$ cat src/rtl/instr_encoder_loader.sv
// RISC-V instruction encoder and instruction-memory preload port.
// Packs R/lw/sw/beq words and writes them to consecutive word addresses.
module instr_encoder_loader #(
    parameter int ADDR_W    = 10,
    parameter int DEPTH     = 256,
    parameter int BASE_ADDR = 0,
    localparam int CW       = $clog2(DEPTH + 1)
) (
    input  logic              clk,
    input  logic              rst,
    input  logic              clear,
    input  logic              req_valid,
    output logic              req_ready,
    input  logic [1:0]        op_class,
    input  logic [4:0]        rd,
    input  logic [4:0]        rs1,
    input  logic [4:0]        rs2,
    input  logic [2:0]        funct3,
    input  logic [6:0]        funct7,
    input  logic [12:0]       imm,
    output logic              imem_we,
    output logic [ADDR_W-1:0] imem_addr,
    output logic [31:0]       imem_wdata,
    output logic              err,
    output logic              full,
    output logic [CW-1:0]     count
);

    localparam logic [6:0] OP_R    = 7'b0110011;
    localparam logic [6:0] OP_LW   = 7'b0000011;
    localparam logic [6:0] OP_SW   = 7'b0100011;
    localparam logic [6:0] OP_BEQ  = 7'b1100011;

    logic              we_q, we_d;
    logic [ADDR_W-1:0] addr_q, addr_d;
    logic [31:0]       wdata_q, wdata_d;
    logic              err_q, err_d;
    logic              full_q, full_d;
    logic [CW-1:0]     count_q, count_d;

    logic [31:0]       enc;
    logic              accept;
    logic              bad_branch;

    assign req_ready  = !full_q && !clear && !rst;
    assign accept     = req_valid && req_ready;
    assign bad_branch = (op_class == 2'b11) && imm[0];

    // Assemble the instruction word for the selected op class.
    always_comb begin
        enc = '0;
        unique case (op_class)
            2'b00: enc = {funct7, rs2, rs1, funct3, rd, OP_R};
            2'b01: enc = {imm[11:0], rs1, funct3, rd, OP_LW};
            2'b10: enc = {imm[11:5], rs2, rs1, funct3, imm[4:0], OP_SW};
            2'b11: enc = {imm[12], imm[10:5], rs2, rs1, funct3,
                          imm[4:1], imm[11], OP_BEQ};
        endcase
    end

    // Next-state: clear restarts the load, misaligned branches only flag err.
    always_comb begin
        we_d    = 1'b0;
        addr_d  = addr_q;
        wdata_d = wdata_q;
        err_d   = 1'b0;
        count_d = count_q;
        if (clear) begin
            count_d = '0;
        end else if (accept && bad_branch) begin
            err_d = 1'b1;
        end else if (accept) begin
            we_d    = 1'b1;
            addr_d  = ADDR_W'(BASE_ADDR) + (ADDR_W'(count_q) << 2);
            wdata_d = enc;
            count_d = count_q + CW'(1);
        end
        full_d = (count_d == CW'(DEPTH));
    end

    // State registers; reset also drops any write still in flight.
    always_ff @(posedge clk) begin
        if (rst) begin
            we_q    <= 1'b0;
            addr_q  <= '0;
            wdata_q <= '0;
            err_q   <= 1'b0;
            full_q  <= 1'b0;
            count_q <= '0;
        end else begin
            we_q    <= we_d;
            addr_q  <= addr_d;
            wdata_q <= wdata_d;
            err_q   <= err_d;
            full_q  <= full_d;
            count_q <= count_d;
        end
    end

    assign imem_we    = we_q;
    assign imem_addr  = addr_q;
    assign imem_wdata = wdata_q;
    assign err        = err_q;
    assign full       = full_q;
    assign count      = count_q;

endmodule

$ cat config.mk
export PLATFORM = sky130hd
export DESIGN_NAME = instr_encoder_loader
export DESIGN_NICKNAME = d
export VERILOG_FILES = /design/src/rtl/instr_encoder_loader.sv
export SDC_FILE = /design/constraint.sdc
export NUM_CORES = 1
export LEC_CHECK = 0
export BUFFER_PORTS_ARGS = -buffer_cell sky130_fd_sc_hd__buf_2
export CORE_MARGIN = 5
export CORE_UTILIZATION = 52
export CTS_BUF_LIST = sky130_fd_sc_hd__clkbuf_2 sky130_fd_sc_hd__clkbuf_4 sky130_fd_sc_hd__clkbuf_8
export CTS_CLUSTER_DIAMETER = 80
export DETAILED_ROUTE_END_ITERATION = 8
export GPL_TIMING_DRIVEN = 0
export PLACE_DENSITY = 0.95
export SYNTH_ARGS = -nofsm -noshare
export SYNTH_HDL_FRONTEND = slang
export SYNTH_SLANG_ARGS = --single-unit
$ cat constraint.sdc
create_clock -name clk -period 5.7 [get_ports clk]
set_input_delay 0.285 -clock clk [delete_from_list [all_inputs] [get_ports clk]]
set_output_delay 0.285 -clock clk [all_outputs]
set_load 0.02 [all_outputs]
==> run metrics, run 1 <==
number of nets in the finished design between 400 and 500; final setup vio count 0; multiplexer area fraction after synthesis 0.0371; Initial Utilization 0.540; clock-pin transition on the worst setup and hold timing paths about 90 ps; Routed Antenna Nets 0; area post-placement ~0.0027 mm^2; crit path launch type flip-flop; number of buffers added on ports 94; fin crit share 0.375; final period demand of the worst path roughly 2100 ps; upper clock frequency limit roughly 470 MHz; per-instance average area after synthesis between 8 and 9 um^2; Setup Fix Bufs, Post-CTS 0; transition time at the pin with the least slew margin around 820 ps; cell type with the highest occurrence count on the critical path sky130_fd_sc_hd__nand2_1; Hold WS around 220 ps; post-DR vias/cell between 5 and 6; result of the run completed; biggest area consumer among synthesized cells sky130_fd_sc_hd__dfxtp_1; area fraction in compound gates after synthesis 0.154; Post-Route Setup TNS 0 ps; Crit. End Element flip-flop; final cell area excluding filler cells about 0.0028 mm^2; grt ovf 0; Adder-Cell Fraction of Synth Area 0.00579; Ys Warns 0; setup repair after global routing missed its margin false; CP max-delay cell sky130_fd_sc_hd__nor4b_1; remaining max-slew budget at the tightest pin 0.446; Die Span Y between 70 and 80 um; quantity of hold-fixing buffers added after cts 0; total power 0.673 mW; CP Buf/Inv Count 3; proportion of layout cells with a drive suffix above 1 0.336; startpoint-to-endpoint class of the critical path flip-flop to flip-flop; maximum number of pins on one net before global-route repair 15; Register-to-Register Setup Slack 3560 ps; min-delay worst type input pin to flip-flop; Worst path top cell family by delay simple AND/OR/NAND/NOR gates; combinational family with the most area after synthesis simple AND/OR/NAND/NOR gates; data required time of the worst path slightly below 6000 ps; total clock buffers created by CTS 5; total of flip-flops plus latches after synthesis just under 50; Die Footprint 0.00554 mm^2; EDFF count, synth 0; Placer Congestion roughly 0.85; Pre-Repair DR Iteration Count 4; global-route wire length before repair roughly 9400 um; latest clock arrival within the worst-skew pair roughly 310 ps; Core Area between 0.004 and 0.005 mm^2; summed instance area of the synthesized netlist around 0.0022 mm^2; primary flip-flop cell chosen by synthesis mapping sky130_fd_sc_hd__dfxtp_1; largest vdd supply drop around 0.15 mV; H-Tree Depth 2; share of synthesized area occupied by flip-flops and latches 0.454; fraction of registers with async set/reset 0; # clock sinks 49; P per Cell Area roughly 240 mW/mm^2; worst-case clock buffer depth 2; antenna diode count 0; standard-cell row count 23; endpoint arrival time on the critical path 2360 ps; Critical Path, Cell by Cell nor4b_1 > nand2_1 > inv_2 > buf_6 > buf_2 > nand2_1 > a21oi_1; Die Wd roughly 74 um; placed cells just over 400; starting DRC count in detailed routing 100; clk_skew about 11 ps; largest stage delay on the critical path around 720 ps; basic-gate share of the synthesized area counting and, or, nand and nor cells 0.247; All-Layer GR Usage 0.219; Final Hold Violating Endpoints 0; sum of net half-perimeters after detailed placement ~4600 um; synthesized instance count 261; number of max-capacitance violations reported 0; number of unique standard cell types used by synthesis 37; final slew viol count 0; cell types occupying the most area after synthesis sky130_fd_sc_hd__dfxtp_1 (45%), sky130_fd_sc_hd__nand2_1 (9.9%), sky130_fd_sc_hd__nor2_1 (6.3%); final non-filler cell total around 420; Post-Synth XOR/XNOR Area 0.0324; per-cell routed wire length ~14 um; CTS tree done; post-CTS sizing 0; clock root buffer master sky130_fd_sc_hd__clkbuf_8; maximum fanout count along the critical path 10; number of fillers in the final layout about 340; Boundary Pins just under 100; fraction of synthesized cell area taken by the top area cell type 0.454; Area growth syn-to-layout 29.9%; leakage power summed over all cells between 1 and 1.5 nW; DR DRC count 0; post-detailed-routing wire length ~6000 um; via count 2,191; number of global-route vias before repair 2,060; initial antenna violation count 0
==> power by group <==
| part | switching, mW | total [mW] | leakage (nW) | internal, mW |
|---|---|---|---|---|
| registers | 0.00475 | 0.356 | 0.398 | 0.351 |
| clock network | 0.115 | 0.225 | 0.0542 | 0.110 |
| logic | 0.0554 | 0.0911 | 0.837 | 0.0357 |
==> flip-flops by register name, indices dropped and copies added, names as in the netlist <==
signal and count:
count 9, imem_wdata 29, imem_we 1, err 1, full 1, imem_addr 8
==> cells by family (layout without fill, tap and decap cells) <==
| kind of cell | Yosys count | in the layout |
|---|---|---|
| adders and majority gates | 1 | 1 |
| DFF | 49 | 49 |
| AOI/OAI and AO/OA | 50 | 50 |
| xor gates and xnor gates | 8 | 8 |
| and+or+nand+nor | 117 | 117 |
| other | 1 | 4 |
| buffers and inverters | 27 | 129 |
| muxes | 8 | 8 |
==> synthesized netlist by cell type, types with 2 or more instances <==
cell                        n
sky130_fd_sc_hd__inv_1      3
sky130_fd_sc_hd__nand2_1   57
sky130_fd_sc_hd__dfxtp_1   49
sky130_fd_sc_hd__nor2_1    36
sky130_fd_sc_hd__o211ai_1   2
sky130_fd_sc_hd__and3_1     2
sky130_fd_sc_hd__nor3_1     2
sky130_fd_sc_hd__mux2i_1    8
sky130_fd_sc_hd__a21oi_1   20
sky130_fd_sc_hd__nand3_1    5
sky130_fd_sc_hd__a211oi_1   7
sky130_fd_sc_hd__nand4_1    3
sky130_fd_sc_hd__xor2_1     2
sky130_fd_sc_hd__and3_2     2
sky130_fd_sc_hd__buf_6      2
sky130_fd_sc_hd__a311oi_1  11
sky130_fd_sc_hd__clkbuf_1  10
sky130_fd_sc_hd__buf_2      4
sky130_fd_sc_hd__xnor2_1    6
sky130_fd_sc_hd__nor2b_1    2
sky130_fd_sc_hd__o21ai_0    6
sky130_fd_sc_hd__buf_4      7
==> path summary, 6_finish.rpt <==
path	to	cells after the start	start
worst max-delay path	imem_addr[5]$_SDFFE_PP0P_	7	full$_SDFF_PP0_
worst min-delay path	imem_wdata[18]$_SDFFE_PP0P_	3	rs1[3]
worst max register to register	imem_addr[5]$_SDFFE_PP0P_	7	full$_SDFF_PP0_
worst min register to register	imem_wdata[12]$_SDFFE_PP0P_	2	imem_wdata[12]$_SDFFE_PP0P_
==> per-layer routing <==
metal,part of all wire,vias to the layer above,GRT usage
met5,0,-,0
met4,0.029,0,0.0968
met3,0.067,18,0.0541
met2,0.50,86,0.366
met1,0.40,995,0.267
li1,-,1092,-
==> metrics by stage <==
step,utilization,worst slack [ps]
final,0.701,3560
after global routing,0.701,3340
after CTS,0.701,3570
after floorplan,-,3770
after detailed placement,0.676,3480
after global placement,0.676,3560
==> cells in the final DEF, fill, tap and decap left out, drive strengths merged, types with 2 or more instances in the layout <==
cell	instances
a211oi	7
a21oi	20
a311oi	11
and3	4
buf	107
clkbuf	17
conb	4
dfxtp	49
inv	4
mux2i	8
nand2	57
nand3	5
nand4	3
nor2	36
nor2b	2
nor3	3
nor4	2
o211ai	2
o21ai	6
xnor2	6
xor2	2
==> layout make-up <==
type	count	area, um^2	area share
Timing Repair Buffer	94	470	0.168
Sequential cell	49	981	0.350
Buffer	23	133	0.0473
Multi-Input combinational cell	188	1040	0.372
Clock buffer	7	96.3	0.0343
Tap cell	50	62.6	0.0223
Inverter	4	15.0	0.00535
Clock inverter	1	5.00	0.00178
==> worst register-to-register path, stage by stage, from the launching register on <==
cell and delay (ps):
sky130_fd_sc_hd__dfxtp_1 340, sky130_fd_sc_hd__nor4b_1 720, sky130_fd_sc_hd__nand2_1 270, sky130_fd_sc_hd__inv_2 120
sky130_fd_sc_hd__buf_6 130, sky130_fd_sc_hd__buf_2 220, sky130_fd_sc_hd__nand2_1 80, sky130_fd_sc_hd__a21oi_1 180
(Power assumes the default switching activity.)
==> run 2, diff against run 1 <==
- ABC_AREA: unset -> 1
- CORE_UTILIZATION: 52 -> 48
- PLACE_DENSITY: 0.95 -> 0.89
- clock period: 5.7 -> 2 ns (I/O delays scaled with it)
==> run 2 against run 1 <==
Compared with the run above: critical endpoint is now full$_SDFF_PP0_; count of clock-buffer cells in the layout did not move; via count up 0.82%; fmax rose by 30%; sequential power grew to 2.9 times the previous value; core utilization is 5.8 points lower; die area increased by 5.5%; highest routed layer unchanged; flip-flop and latch count unchanged.
==> run metrics, run 2 <==
per-cell routed wire length 13.4 um; Area growth syn-to-layout 31.2%; worst-case clock buffer depth 2; final period demand of the worst path approximately 1600 ps; final non-filler cell total ~440; EDFF count, synth 0; sequential standard cell area about 980 um^2; result of the run completed; sum of net half-perimeters after detailed placement around 4500 um; cell with the most instances after synthesis sky130_fd_sc_hd__nand2_1; post-DR vias/cell 5.07; Critical Path, Cell by Cell ha_1 > nand2_1 > nor3_1 > nand3_1 > nand2_1 > inv_2 > nor2_2 > nand3_1 > a21oi_2; number of unique standard cell types used by synthesis 28; H-Tree Depth 2; clock root buffer master sky130_fd_sc_hd__clkbuf_8; max reg flops 29; primary flip-flop cell chosen by synthesis mapping sky130_fd_sc_hd__dfxtp_1; clock-pin transition on the worst setup and hold timing paths approximately 90 ps; maximum number of pins on one net before global-route repair 15; total of flip-flops plus latches after synthesis between 40 and 50; P per Cell Area between 700 and 800 mW/mm^2; maximum fanout count along the critical path 5; number of buffers added on ports 93; post-CTS sizing 0; Initial Utilization 0.490; share of synthesized area occupied by flip-flops and latches 0.463; startpoint-to-endpoint class of the critical path flip-flop to flip-flop; initial antenna violation count 0; most used cells in the layout excluding fill and tap cells sky130_fd_sc_hd__buf_2 (97), sky130_fd_sc_hd__nand2_1 (56), sky130_fd_sc_hd__dfxtp_1 (49), sky130_fd_sc_hd__nor2_1 (32), sky130_fd_sc_hd__o21ai_0 (26); top post-synthesis cells by count sky130_fd_sc_hd__nand2_1 (56), sky130_fd_sc_hd__dfxtp_1 (49), sky130_fd_sc_hd__nor2_1 (32); Pre-Repair DR Iteration Count 4; cell types occupying the most area after synthesis sky130_fd_sc_hd__dfxtp_1 (46%), sky130_fd_sc_hd__nand2_1 (9.9%), sky130_fd_sc_hd__o21ai_0 (6.1%); setup repair after global routing missed its margin false; summed instance area of the synthesized netlist 0.00212 mm^2; crit path launch type flip-flop; leakage power summed over all cells 1.38 nW; CTS tree done; Setup Fix Bufs, Post-CTS 0; Hold WS around 17 ps; data required time of the worst path between 2000 and 2500 ps; Post-Route Setup TNS 0 ps; Die Wd 76.5 um; fraction of synthesized cell area taken by the top area cell type 0.463; All-Layer GR Usage 0.199; synthesized instance count 280; Routed Antenna Nets 0; Die Span Y between 70 and 80 um; final slew viol count 0; Die Footprint a little under 0.006 mm^2; transition time at the pin with the least slew margin ~520 ps; quantity of hold-fixing buffers added after cts 0; number of nets in the finished design around 430; number of max-capacitance violations reported 0; DR DRC count 0; remaining max-slew budget at the tightest pin 0.649; fraction of registers with async set/reset 0; per-instance average area after synthesis around 7.6 um^2; clk_skew 9.19 ps; grt ovf 0; via count 2,209; total clock buffers created by CTS 5; placed cells about 430; number of global-route vias before repair 2,092; number of fillers in the final layout slightly below 400; # clock sinks 49; Final Hold Violating Endpoints 0; endpoint arrival time on the critical path 1890 ps; global-route wire length before repair about 9600 um; most frequent standard cell in the layout excluding fill and tap cells sky130_fd_sc_hd__buf_2; proportion of layout cells with a drive suffix above 1 0.323; final setup vio count 0; antenna diode count 0; post-detailed-routing wire length 5840 um; upper clock frequency limit a little over 600 MHz; min-delay worst type input pin to flip-flop; Placer Congestion about 0.83; Core Util, Final 0.644; Boundary Pins between 90 and 100; latest clock arrival within the worst-skew pair 310 ps; starting DRC count in detailed routing ~110; CP max-delay cell sky130_fd_sc_hd__dfxtp_1; fin crit share 0.823; standard-cell row count 24; multi-input combinational cell area 947 um^2; Crit. End Element flip-flop; largest stage delay on the critical path approximately 420 ps; largest vdd supply drop a little under 0.5 mV; Ys Warns 0; Core Area 0.00432 mm^2; biggest area consumer among synthesized cells sky130_fd_sc_hd__dfxtp_1
[run 2: changes by cell type after synthesis, moves of 4 or more]
| cell | before | now |
|---|---|---|
| sky130_fd_sc_hd__a21oi_1 | 20 | 16 |
| sky130_fd_sc_hd__inv_1 | 3 | 19 |
| sky130_fd_sc_hd__a31oi_1 | 0 | 16 |
| sky130_fd_sc_hd__clkbuf_1 | 10 | 6 |
| sky130_fd_sc_hd__nor2_1 | 36 | 32 |
| sky130_fd_sc_hd__o21ai_0 | 6 | 26 |
| sky130_fd_sc_hd__mux2i_1 | 8 | 0 |
| sky130_fd_sc_hd__nand3_1 | 5 | 12 |
| sky130_fd_sc_hd__o21ai_1 | 0 | 15 |
| sky130_fd_sc_hd__a311oi_1 | 11 | 0 |
| sky130_fd_sc_hd__a211oi_1 | 7 | 0 |
| sky130_fd_sc_hd__xnor2_1 | 6 | 0 |
[run 2: kinds of logic after synthesis]
family | count (synthesis) | share of synthesized area
buffers and inverters | 41 | 0.0962
other | 1 | 0.00177
flip-flops | 49 | 0.463
AND/OR/NAND/NOR | 112 | 0.240
adder cells (fa/ha/maj) | 1 | 0.00590
AO/OA/AOI/OAI | 75 | 0.189
XOR/XNOR | 1 | 0.00413
[run 2: power by group]
group | internal (mW) | leakage (nW) | switching [mW] | total [mW]
clock | 0.421 | 0.0619 | 0.319 | 0.741
combinational | 0.110 | 0.916 | 0.182 | 0.293
sequential | 1.01 | 0.399 | 0.0184 | 1.03
[run 2: routing by layer]
layer | up-vias | routed length [um] | global-route usage
met5 | - | 0 | 0
met4 | 0 | 121 | 0.0944
met3 | 10 | 353 | 0.0473
met2 | 73 | 2900 | 0.338
met1 | 1003 | 2460 | 0.235
li1 | 1123 | - | -
[run 2: cell type report]
class / count / area share
inverters: 22 / 0.0297
clock inverters: 1 / 0.0108
repair buffers: 93 / 0.167
clock buffers: 7 / 0.0324
plain buffers: 19 / 0.0436
multi-input cells: 193 / 0.340
well taps: 52 / 0.0234
flip-flops and latches: 49 / 0.353
[run 2: worst max-delay path: cells and delay by family, from the launching register on]
kind,cells,cell delay [ps]
buffers and inverters,1,40
DFF,1,420
and+or+nand+nor,6,810
adders and majority gates,1,220
AOI/OAI and AO/OA,1,100
[run 2: path summary, 6_finish.rpt]
check | startpoint | to | slack (ps) | depth (start not counted)
worst max-delay path | count[0]$_SDFF_PP0_ | full$_SDFF_PP0_ | 350 | 9
worst min-delay path | rst | count[0]$_SDFF_PP0_ | 20 | 2
worst max register to register | count[0]$_SDFF_PP0_ | full$_SDFF_PP0_ | 350 | 9
worst min register to register | imem_wdata[4]$_SDFFE_PP0P_ | imem_wdata[4]$_SDFFE_PP0P_ | 470 | 2
[run 2: stage by stage]
stage / area [um^2] / setup WS (ps) / power, mW
global placement: 2660 / 442 / 1.34
CTS: 2780 / 361 / 2.08
global route: 2780 / 181 / 2.16
floorplan: 2130 / 473 / 1.23
finish: 2780 / 355 / 2.06
detailed placement: 2660 / 391 / 1.34
==> run 3, diff against run 2 <==
- clock period: 2 -> 1.6 ns (I/O delays scaled with it)
==> run 3 against run 2 <==
Compared with the run above: final cell count rose by 1.6%; setup slack got worse by 250 ps; power grew 26%; count of clock-buffer cells in the layout unchanged; design area increased by 2.7%; core utilization is 1.7 points higher; non-clock buffer count up 7; fmax up 9.8%; via count grew 3.1%; global-route usage is 0.25 points higher; die area is the same; clock power is 25% higher; critical path type unchanged; largest power group unchanged.
==> run metrics, run 3 (synthesis results as in run 2) <==
clock-pin transition on the worst setup and hold timing paths 90 ps; All-Layer GR Usage 0.202; worst min-delay path startpoint rs1[4]; CP max-delay cell sky130_fd_sc_hd__dfxtp_2; fin crit share 0.936; Placer Congestion between 0.8 and 0.9; proportion of layout cells with a drive suffix above 1 0.343; total clock buffers created by CTS 5; setup repair after global routing missed its margin false; post-detailed-routing wire length 6010 um; largest stage delay on the critical path 380 ps; largest vdd supply drop between 0.6 and 0.7 mV; data required time of the worst path between 1500 and 2000 ps; internal cell power about 1.9 mW; Hold WS about 30 ps; startpoint-to-endpoint class of the critical path flip-flop to flip-flop; final period demand of the worst path 1500 ps; P_sw between 0.6 and 0.7 mW; Final Hold Violating Endpoints 0; min-delay worst type input pin to flip-flop; Die Wd 76.5 um; end of the worst register-to-register path full$_SDFF_PP0_; Initial Utilization 0.490; upper clock frequency limit 668 MHz; maximum fanout count along the critical path 5; combinational fraction of design power 0.146; multi-input combinational cell area about 950 um^2; sequential standard cell area a little under 0.001 mm^2; per-cell routed wire length about 14 um; number of cell instances on the worst register-to-register path 9; leakage power summed over all cells 1.42 nW; clock root buffer master sky130_fd_sc_hd__clkbuf_8; clk_skew roughly 10 ps; grt ovf 0; Worst path top cell family by delay simple AND/OR/NAND/NOR gates; initial antenna violation count 0; most used cells in the layout excluding fill and tap cells sky130_fd_sc_hd__buf_2 (96), sky130_fd_sc_hd__nand2_1 (56), sky130_fd_sc_hd__dfxtp_1 (47), sky130_fd_sc_hd__nor2_1 (31), sky130_fd_sc_hd__o21ai_0 (26); Switching Share 0.252; starting DRC count in detailed routing between 150 and 200; number of nets in the finished design 435; worst-case clock buffer depth 2; sum of net half-perimeters after detailed placement between 4000 and 5000 um; worst hold path stage count 3; Core Area 0.00432 mm^2; Die Footprint approximately 0.0058 mm^2; post-DR vias/cell about 5; Core Util, Final 0.661; startpoint of the worst register-to-register path count[0]$_SDFF_PP0_; H-Tree Depth 2; number of fillers in the final layout ~380; max reg flops 29; Setup WS pre-CTS -8.65 ps; via count approximately 2,300; final slew viol count 0; final cell area excluding filler cells around 0.0029 mm^2; Register-to-Register Setup Slack around 100 ps; Area growth syn-to-layout 34.7%; latest clock arrival within the worst-skew pair slightly above 300 ps; Pre-Repair DR Iteration Count 4; final non-filler cell total between 400 and 500; result of the run completed; sequential group share of total power 0.497; final setup vio count 0; Crit. End Element flip-flop; DR DRC count 0; antenna diode count 0; clock network power share 0.357; CTS tree done; endpoint arrival time on the critical path 1750 ps; placed cells about 430; most frequent standard cell in the layout excluding fill and tap cells sky130_fd_sc_hd__buf_2; Die Span Y about 76 um; transition time at the pin with the least slew margin approximately 530 ps; number of buffers added on ports 93; area post-placement roughly 0.0027 mm^2; worst hold endpoint imem_wdata[19]$_SDFFE_PP0P_; Routed Antenna Nets 0; # clock sinks just under 50; Boundary Pins between 90 and 100; maximum number of pins on one net before global-route repair 15; cell type with the highest occurrence count on the critical path sky130_fd_sc_hd__nand2_1; number of max-capacitance violations reported 0; number of global-route vias before repair approximately 2,100; worst setup margin about 100 ps; global-route wire length before repair around 9700 um; crit path launch type flip-flop; P per Cell Area 908 mW/mm^2; Critical Path, Cell by Cell ha_1 > nand2_1 > nor2_1 > nand2_1 > nand2_1 > nand2_1 > nor2_1 > nand3_1 > a21oi_2; remaining max-slew budget at the tightest pin 0.649; CP Buf/Inv Count 0; standard-cell row count 24
-- run 3: per-stage QoR --
stage	power (mW)	setup TNS (ps)
5_1_grt	2.71	0
3_5_place_dp	1.68	-8.65
6_report	2.59	0
3_3_place_gp	1.67	0
4_1_cts	2.60	0
2_1_floorplan	1.54	0
-- run 3: repair_timing --
item / 4_1_cts / 5_1_grt
pin swaps: 0 / 6
buffers inserted: 0 / 6
gates resized for setup: 1 / 9
hold endpoints to repair: 3 / 0
hold buffers: 1 / 0
setup endpoints to repair: 1 / 9
-- run 3: layer usage --
metal  global-route usage  wire length (um)  part of all wire
met1                0.234              2440              0.41
met2                0.348              3030              0.50
met3               0.0473               427             0.071
met4               0.0944               113             0.019
met5                    0                 0                 0
-- run 3: area by class of cell --
cell class / count / share of cell area
multi-input cells: 193 / 0.334
clock buffers: 7 / 0.0315
inverters: 22 / 0.0289
flip-flops and latches: 49 / 0.344
plain buffers: 19 / 0.0434
well taps: 52 / 0.0228
clock inverters: 1 / 0.0105
repair buffers: 100 / 0.184
-- run 3: worst max-delay path by stage --
stage,end,slack [ps],depth (start not counted),start
after global placement,full$_SDFF_PP0_,40,9,count[0]$_SDFF_PP0_
after global routing,full$_SDFF_PP0_,0.8,9,count[0]$_SDFF_PP0_
after floorplan,full$_SDFF_PP0_,70,9,count[0]$_SDFF_PP0_
final,full$_SDFF_PP0_,100,9,count[0]$_SDFF_PP0_
after CTS,full$_SDFF_PP0_,50,9,count[0]$_SDFF_PP0_
after detailed placement,full$_SDFF_PP0_,-9,9,count[0]$_SDFF_PP0_
-- run 3: power groups by stage --
stage	sequential (mW)	combinational (mW)	clock, mW
3_5_place_dp	1.32	0.364	0
2_1_floorplan	1.37	0.164	0
6_report	1.29	0.379	0.927
5_1_grt	1.29	0.416	1.00
3_3_place_gp	1.31	0.359	0
4_1_cts	1.29	0.368	0.944
-- run 3: tightest hold or removal path: stages --
cell                      delay, ps
sky130_fd_sc_hd__buf_2           70
sky130_fd_sc_hd__o21ai_0         70
sky130_fd_sc_hd__nor2_1          80
